[src/rtl/hamming74_codec_if.sv]
// Hamming(7,4) codec bus: data/error-position stimulus in, codeword and decode results out.
// Latency: none (wires only).
// Backpressure: none; the codec accepts one sample per cycle unconditionally.
interface hamming74_codec_if;
  logic [3:0] data_in;
  logic [2:0] err_pos;
  logic [6:0] codeword_out;
  logic [3:0] data_out;
  logic [2:0] syndrome_out;
  logic       correct;

  // Stimulus side: drives data and error position, observes codec results.
  modport master (
    output data_in, err_pos,
    input  codeword_out, data_out, syndrome_out, correct
  );

  // Codec side.
  modport slave (
    input  data_in, err_pos,
    output codeword_out, data_out, syndrome_out, correct
  );
endinterface

[src/rtl/hamming74_codec.sv]
// Hamming(7,4) encoder + single-bit error injection + syndrome decoder with built-in result checker.
// Latency: codeword 1 edge after sampling, corrected data/syndrome 2 edges after sampling.
// Backpressure: none; fully pipelined, one sample per cycle, never stalls.
module hamming74_codec (
  input  logic              clock,
  input  logic              reset,
  hamming74_codec_if.slave  bus
);

  // Codeword positions 1..7 live in bits 0..6: p1 p2 d1 p3 d2 d3 d4.
  function automatic logic [6:0] onehot7(input logic [2:0] pos);
    logic [6:0] mask;
    mask = 7'd0;
    for (int k = 1; k <= 7; k++) begin
      if (pos == 3'(k)) mask[k-1] = 1'b1;
    end
    return mask;
  endfunction

  logic [6:0] w_cw_enc;
  logic [6:0] w_err_mask;
  logic [2:0] w_syndrome;
  logic [6:0] w_cw_fixed;
  logic [3:0] w_data_fixed;

  logic [6:0] r_cw;
  logic [3:0] r_data;
  logic [2:0] r_syndrome;
  logic [3:0] r_dly1;
  logic [3:0] r_dly2;

  // Encode the incoming nibble and build the injected-error mask.
  always_comb begin
    w_cw_enc[0] = bus.data_in[0] ^ bus.data_in[1] ^ bus.data_in[3];
    w_cw_enc[1] = bus.data_in[0] ^ bus.data_in[2] ^ bus.data_in[3];
    w_cw_enc[2] = bus.data_in[0];
    w_cw_enc[3] = bus.data_in[1] ^ bus.data_in[2] ^ bus.data_in[3];
    w_cw_enc[4] = bus.data_in[1];
    w_cw_enc[5] = bus.data_in[2];
    w_cw_enc[6] = bus.data_in[3];
    w_err_mask  = onehot7(bus.err_pos);
  end

  // Syndrome of the registered codeword points at the flipped position; undo it and extract data.
  always_comb begin
    w_syndrome[0] = r_cw[0] ^ r_cw[2] ^ r_cw[4] ^ r_cw[6];
    w_syndrome[1] = r_cw[1] ^ r_cw[2] ^ r_cw[5] ^ r_cw[6];
    w_syndrome[2] = r_cw[3] ^ r_cw[4] ^ r_cw[5] ^ r_cw[6];
    w_cw_fixed    = r_cw ^ onehot7(w_syndrome);
    w_data_fixed  = {w_cw_fixed[6], w_cw_fixed[5], w_cw_fixed[4], w_cw_fixed[2]};
  end

  // Encoder stage: register the (possibly corrupted) codeword.
  always_ff @(posedge clock or posedge reset) begin
    if (reset) r_cw <= 7'd0;
    else       r_cw <= w_cw_enc ^ w_err_mask;
  end

  // Decoder stage: register syndrome and corrected data.
  always_ff @(posedge clock or posedge reset) begin
    if (reset) begin
      r_syndrome <= 3'd0;
      r_data     <= 4'd0;
    end else begin
      r_syndrome <= w_syndrome;
      r_data     <= w_data_fixed;
    end
  end

  // Two-deep delay of the original data so it lines up with the decoder output.
  always_ff @(posedge clock or posedge reset) begin
    if (reset) begin
      r_dly1 <= 4'd0;
      r_dly2 <= 4'd0;
    end else begin
      r_dly1 <= bus.data_in;
      r_dly2 <= r_dly1;
    end
  end

  assign bus.codeword_out = r_cw;
  assign bus.data_out     = r_data;
  assign bus.syndrome_out = r_syndrome;
  // Both sides clear together on reset, so this reads 1 straight out of reset.
  assign bus.correct      = (r_data == r_dly2);

endmodule

[src/flat_wrapper.sv]
// flat-port wrapper written by rule: the top's interface ports become plain ports
module hamming74_codec_flat 
  (clock, reset, bus_data_in, bus_err_pos, bus_codeword_out, bus_data_out, bus_syndrome_out, bus_correct);
  hamming74_codec_if bus_i ();
  input  logic clock;
  input  logic reset;
  input wire logic [$bits(bus_i.data_in)-1:0] bus_data_in;
  input wire logic [$bits(bus_i.err_pos)-1:0] bus_err_pos;
  output wire logic [$bits(bus_i.codeword_out)-1:0] bus_codeword_out;
  output wire logic [$bits(bus_i.data_out)-1:0] bus_data_out;
  output wire logic [$bits(bus_i.syndrome_out)-1:0] bus_syndrome_out;
  output wire logic [$bits(bus_i.correct)-1:0] bus_correct;
  assign bus_i.data_in = bus_data_in;
  assign bus_i.err_pos = bus_err_pos;
  assign bus_codeword_out = bus_i.codeword_out;
  assign bus_data_out = bus_i.data_out;
  assign bus_syndrome_out = bus_i.syndrome_out;
  assign bus_correct = bus_i.correct;
  hamming74_codec u_core (.clock(clock), .reset(reset), .bus(bus_i));
endmodule
[config.mk]
export PLATFORM = sky130hd
export DESIGN_NAME = hamming74_codec_flat
export DESIGN_NICKNAME = d
export VERILOG_FILES = /design/src/rtl/hamming74_codec_if.sv /design/src/rtl/hamming74_codec.sv /design/src/flat_wrapper.sv
export SDC_FILE = /design/constraint.sdc
export NUM_CORES = 1
export LEC_CHECK = 0
export CAP_MARGIN = 20
export CORE_ASPECT_RATIO = 1.25
export CORE_MARGIN = 2
export CORE_UTILIZATION = 50
export DETAILED_ROUTE_END_ITERATION = 8
export GPL_TIMING_DRIVEN = 0
export PLACE_DENSITY = 0.78
export SLEW_MARGIN = 20
export SYNTH_ARGS = -nofsm -noshare
export SYNTH_HDL_FRONTEND = slang
export SYNTH_SLANG_ARGS = --single-unit
[constraint.sdc]
create_clock -name clock -period 1.65 [get_ports clock]
set_input_delay 0.165 -clock clock [delete_from_list [all_inputs] [get_ports clock]]
set_output_delay 0.165 -clock clock [all_outputs]
set_load 0.1 [all_outputs]
==> metrics.cfg <==
[critical_path]
timing.critical_path.from_type=flip-flop
cpMaxStageDelayCell=sky130_fd_sc_hd__dfrtp_4
critical_path.startpoint=u_core.bus.codeword_out[4]
capturing_element_type_of_the_critical_path=flip-flop
timing.critical_path.slowest_cell_delay_ps=600
critPathRequiredTime_ps=1890
critPathMaxFanout=6
critPathKind=reg -> reg
worst_r2r_startpoint=u_core.bus.codeword_out[4]
critical_path.cell_chain=xnor2_4, o21ai_2, o2bb2ai_2, a2111oi_4, a21o_1
worst_ep_arrival_time_ps=1940

[pwr]
share_clk_of_total_power_pct=14.6
p_total_mw=2.74
irDropWorstVdd_v=0.000974
power.net_switching_mw=1.37
p_leak_nw=0.672
powerDensity_nw_per_um2=1570
part_of_the_power_in_registers_pct=27.7
p_comb_share_pct=57.7
switching_share_pct=50.0
p_int_mw=1.37

[floorplan]
dieWidth_um=48.2
fp.dieArea_um2=2860
initial_core_utilization_pct=51.4
floorplan.die.height_um=59.3
floorplan.rows=20
top_level_ports=24
core_um2=2380

[logic_synthesis]
synthesized_instance_count=111
synth-edff-count=0
ys_seq_elements=22
synth.net_count=120
synth_top_flop_cell=sky130_fd_sc_hd__dfrtp_1
post_synth_num_cell_types=35
yosysWarnings=0
average_cell_area_after_synthesis_um2=11.0
ys_async_sr_fraction_pct=100
synth_area_um2=1220
synth_seq_area_share_pct=45.0

[clocking]
clkLatencyLatePin_ps=300
clock_tree.htree_level_count=1
cts_tree=done
clock-root-buffer=sky130_fd_sc_hd__clkbuf_4
cts.reportedPaths.clkPinSlew_ps=120
max-clock-path-buffers=2
numClockSinks=22
cts_hold_repair.buffers=0
cts_buffers=3

[sta]
setup-violations-final=2
finalCritPeriodShare_pct=103
final_hold_viol_count=0
achievable-frequency_mhz=588
worstMarginPinSlew_ps=803
period_needed_ps=1700
timing.slew.headroom_pct=46.4
rsz0062_at_grt=yes
finalClockSkew_ps=4.34
final_critical_path_setup_slack_ps=-49.9
timing.final.max_slew_violations=0
fin_setup_tns_ps=-66.0

[placement]
placement.io_buffers=23
gp_routability_congestion=0.864
dp_hpwl_um=1710
post-place-cells=167

[grt]
grt_max_degree=23
first_pass_grt_wire_length_um=3850
initial_antenna_violation_count=0
grt_pass1_vias=887
grtUsageTotal_pct=19.7
global_route.overflow_total=0

[outcome]
status=finished with violations
violations_in_the_final_reports=setup timing

[finish]
final_layout_size_suffix_gt1_share_pct=43.8
insertedDiodeCount=0
filler_cell_count=165
final_cell_mix=sky130_fd_sc_hd__xnor2_1, sky130_fd_sc_hd__dfrtp_1, sky130_fd_sc_hd__clkdlybuf4s15_2
layout_commonest_cell=sky130_fd_sc_hd__xnor2_1
area_growth_syn_to_layout_pct=42.9
nNetsFinal=154
instances_no_fill=177

[detailed_routing]
remaining_drc_errors=0
vias=910
viasPerCell=5.14
wl_per_cell_um=14.4
detailedRoute.firstPassIterationCount=4
antenna_violating_nets_post_route=0
first_iter_violations=20
routed_wl_um=2550

[worst_hold_path]
min-delay-path-class=in -> async

[run]
maxCapViolations=0

## state kept, by name, summed over array words and instances (netlist names)
signal,count
u_core.bus.codeword_out,7
u_core.bus.data_out,4
u_core.bus.syndrome_out,3
u_core.r_dly1,4
u_core.r_dly2,4
## cell usage after synthesis, types with 2 or more instances
cell | n | area, um^2
sky130_fd_sc_hd__dfrtp_1 | 22 | 551
sky130_fd_sc_hd__xnor2_1 | 13 | 114
sky130_fd_sc_hd__nand3b_1 | 2 | 15.0
sky130_fd_sc_hd__clkbuf_8 | 2 | 27.5
sky130_fd_sc_hd__xnor2_2 | 2 | 32.5
sky130_fd_sc_hd__a21oi_1 | 6 | 30.0
sky130_fd_sc_hd__o21ai_0 | 9 | 45.0
sky130_fd_sc_hd__buf_6 | 2 | 22.5
sky130_fd_sc_hd__nor3_1 | 2 | 10.0
sky130_fd_sc_hd__xor2_1 | 10 | 87.6
sky130_fd_sc_hd__nand3_1 | 4 | 20.0
sky130_fd_sc_hd__o22ai_1 | 2 | 12.5
sky130_fd_sc_hd__a21o_1 | 2 | 15.0
sky130_fd_sc_hd__nor3b_1 | 3 | 22.5
sky130_fd_sc_hd__a21boi_0 | 2 | 15.0
sky130_fd_sc_hd__nand2_1 | 4 | 15.0
sky130_fd_sc_hd__nor2_1 | 6 | 22.5
## stage by stage
| step | setup WS (ps) | cell area [um^2] | utilization (%) | hold slack (ps) |
|---|---|---|---|---|
| after CTS | -24.2 | 1690 | 71.1 | 307 |
| after global routing | -106 | 1750 | 73.5 | 366 |
| after global placement | -560 | 1590 | 66.9 | 333 |
| after detailed placement | -576 | 1590 | 66.9 | 336 |
| final | -49.9 | 1750 | 73.5 | 297 |
| after floorplan | -450 | 1320 | - | 154 |
## worst max-delay path: cells and delay by family (launching register included)
family | cells | cell delay, ps
flops | 1 | 600
xor+xnor | 1 | 310
compound gates | 4 | 730
## logic make-up after synthesis
family	share of synthesized area (%)
muxes	0.819
xor gates and xnor gates	21.4
AOI/OAI and AO/OA	16.9
buffers and inverters	5.73
DFF	45.0
and+or+nand+nor	10.1
## power groups by stage
stage	logic, mW	registers (mW)	clock network, mW
2_1_floorplan	0.528	1.41	0
3_3_place_gp	1.49	0.748	0
3_5_place_dp	1.50	0.753	0
4_1_cts	1.50	0.746	0.415
5_1_grt	1.65	0.774	0.436
6_report	1.58	0.760	0.402
## final cells by class
cell class                      count  area, um^2  area share (%)
Tap cell                           33        41.3            2.36
Buffer                              6        61.3            3.51
Inverter                            1        3.75           0.215
Multi-Input combinational cell     81         732            41.9
Clock buffer                        3        22.5            1.29
Clock inverter                      1        30.0            1.72
Timing Repair Buffer               30         284            16.3
Sequential cell                    22         572            32.7
## repair_timing
item                                    CTS  global route
buffers inserted                          3             3
cloned                                    0             1
resized for setup                        47            23
endpoints found under the setup margin   18             7
pin swaps                                 4            15
## worst paths after layout
path / to / slack, ps / cells after the start
worst max register to register: u_core.bus.data_out[3] / -50 / 5
min in group clock: u_core.r_dly2[0] / 360 / 0
worst min register to register: u_core.r_dly2[0] / 360 / 0
worst max-delay path: u_core.bus.data_out[3] / -50 / 5
worst min-delay path: u_core.r_dly2[1] / 300 / 2
max in group asynchronous: u_core.bus.codeword_out[4] / 770 / 2
## per-layer routing
metal  vias up  track usage (%)  wire, um  part of all wire [%]
li1        448                -         -                     -
met1       436             23.0       987                    39
met2        22             33.3      1430                    56
met4         0             11.6        64                   2.5
met5         -                0         0                     0
met3         4             1.83        66                   2.6
(Power assumes the default switching activity.)
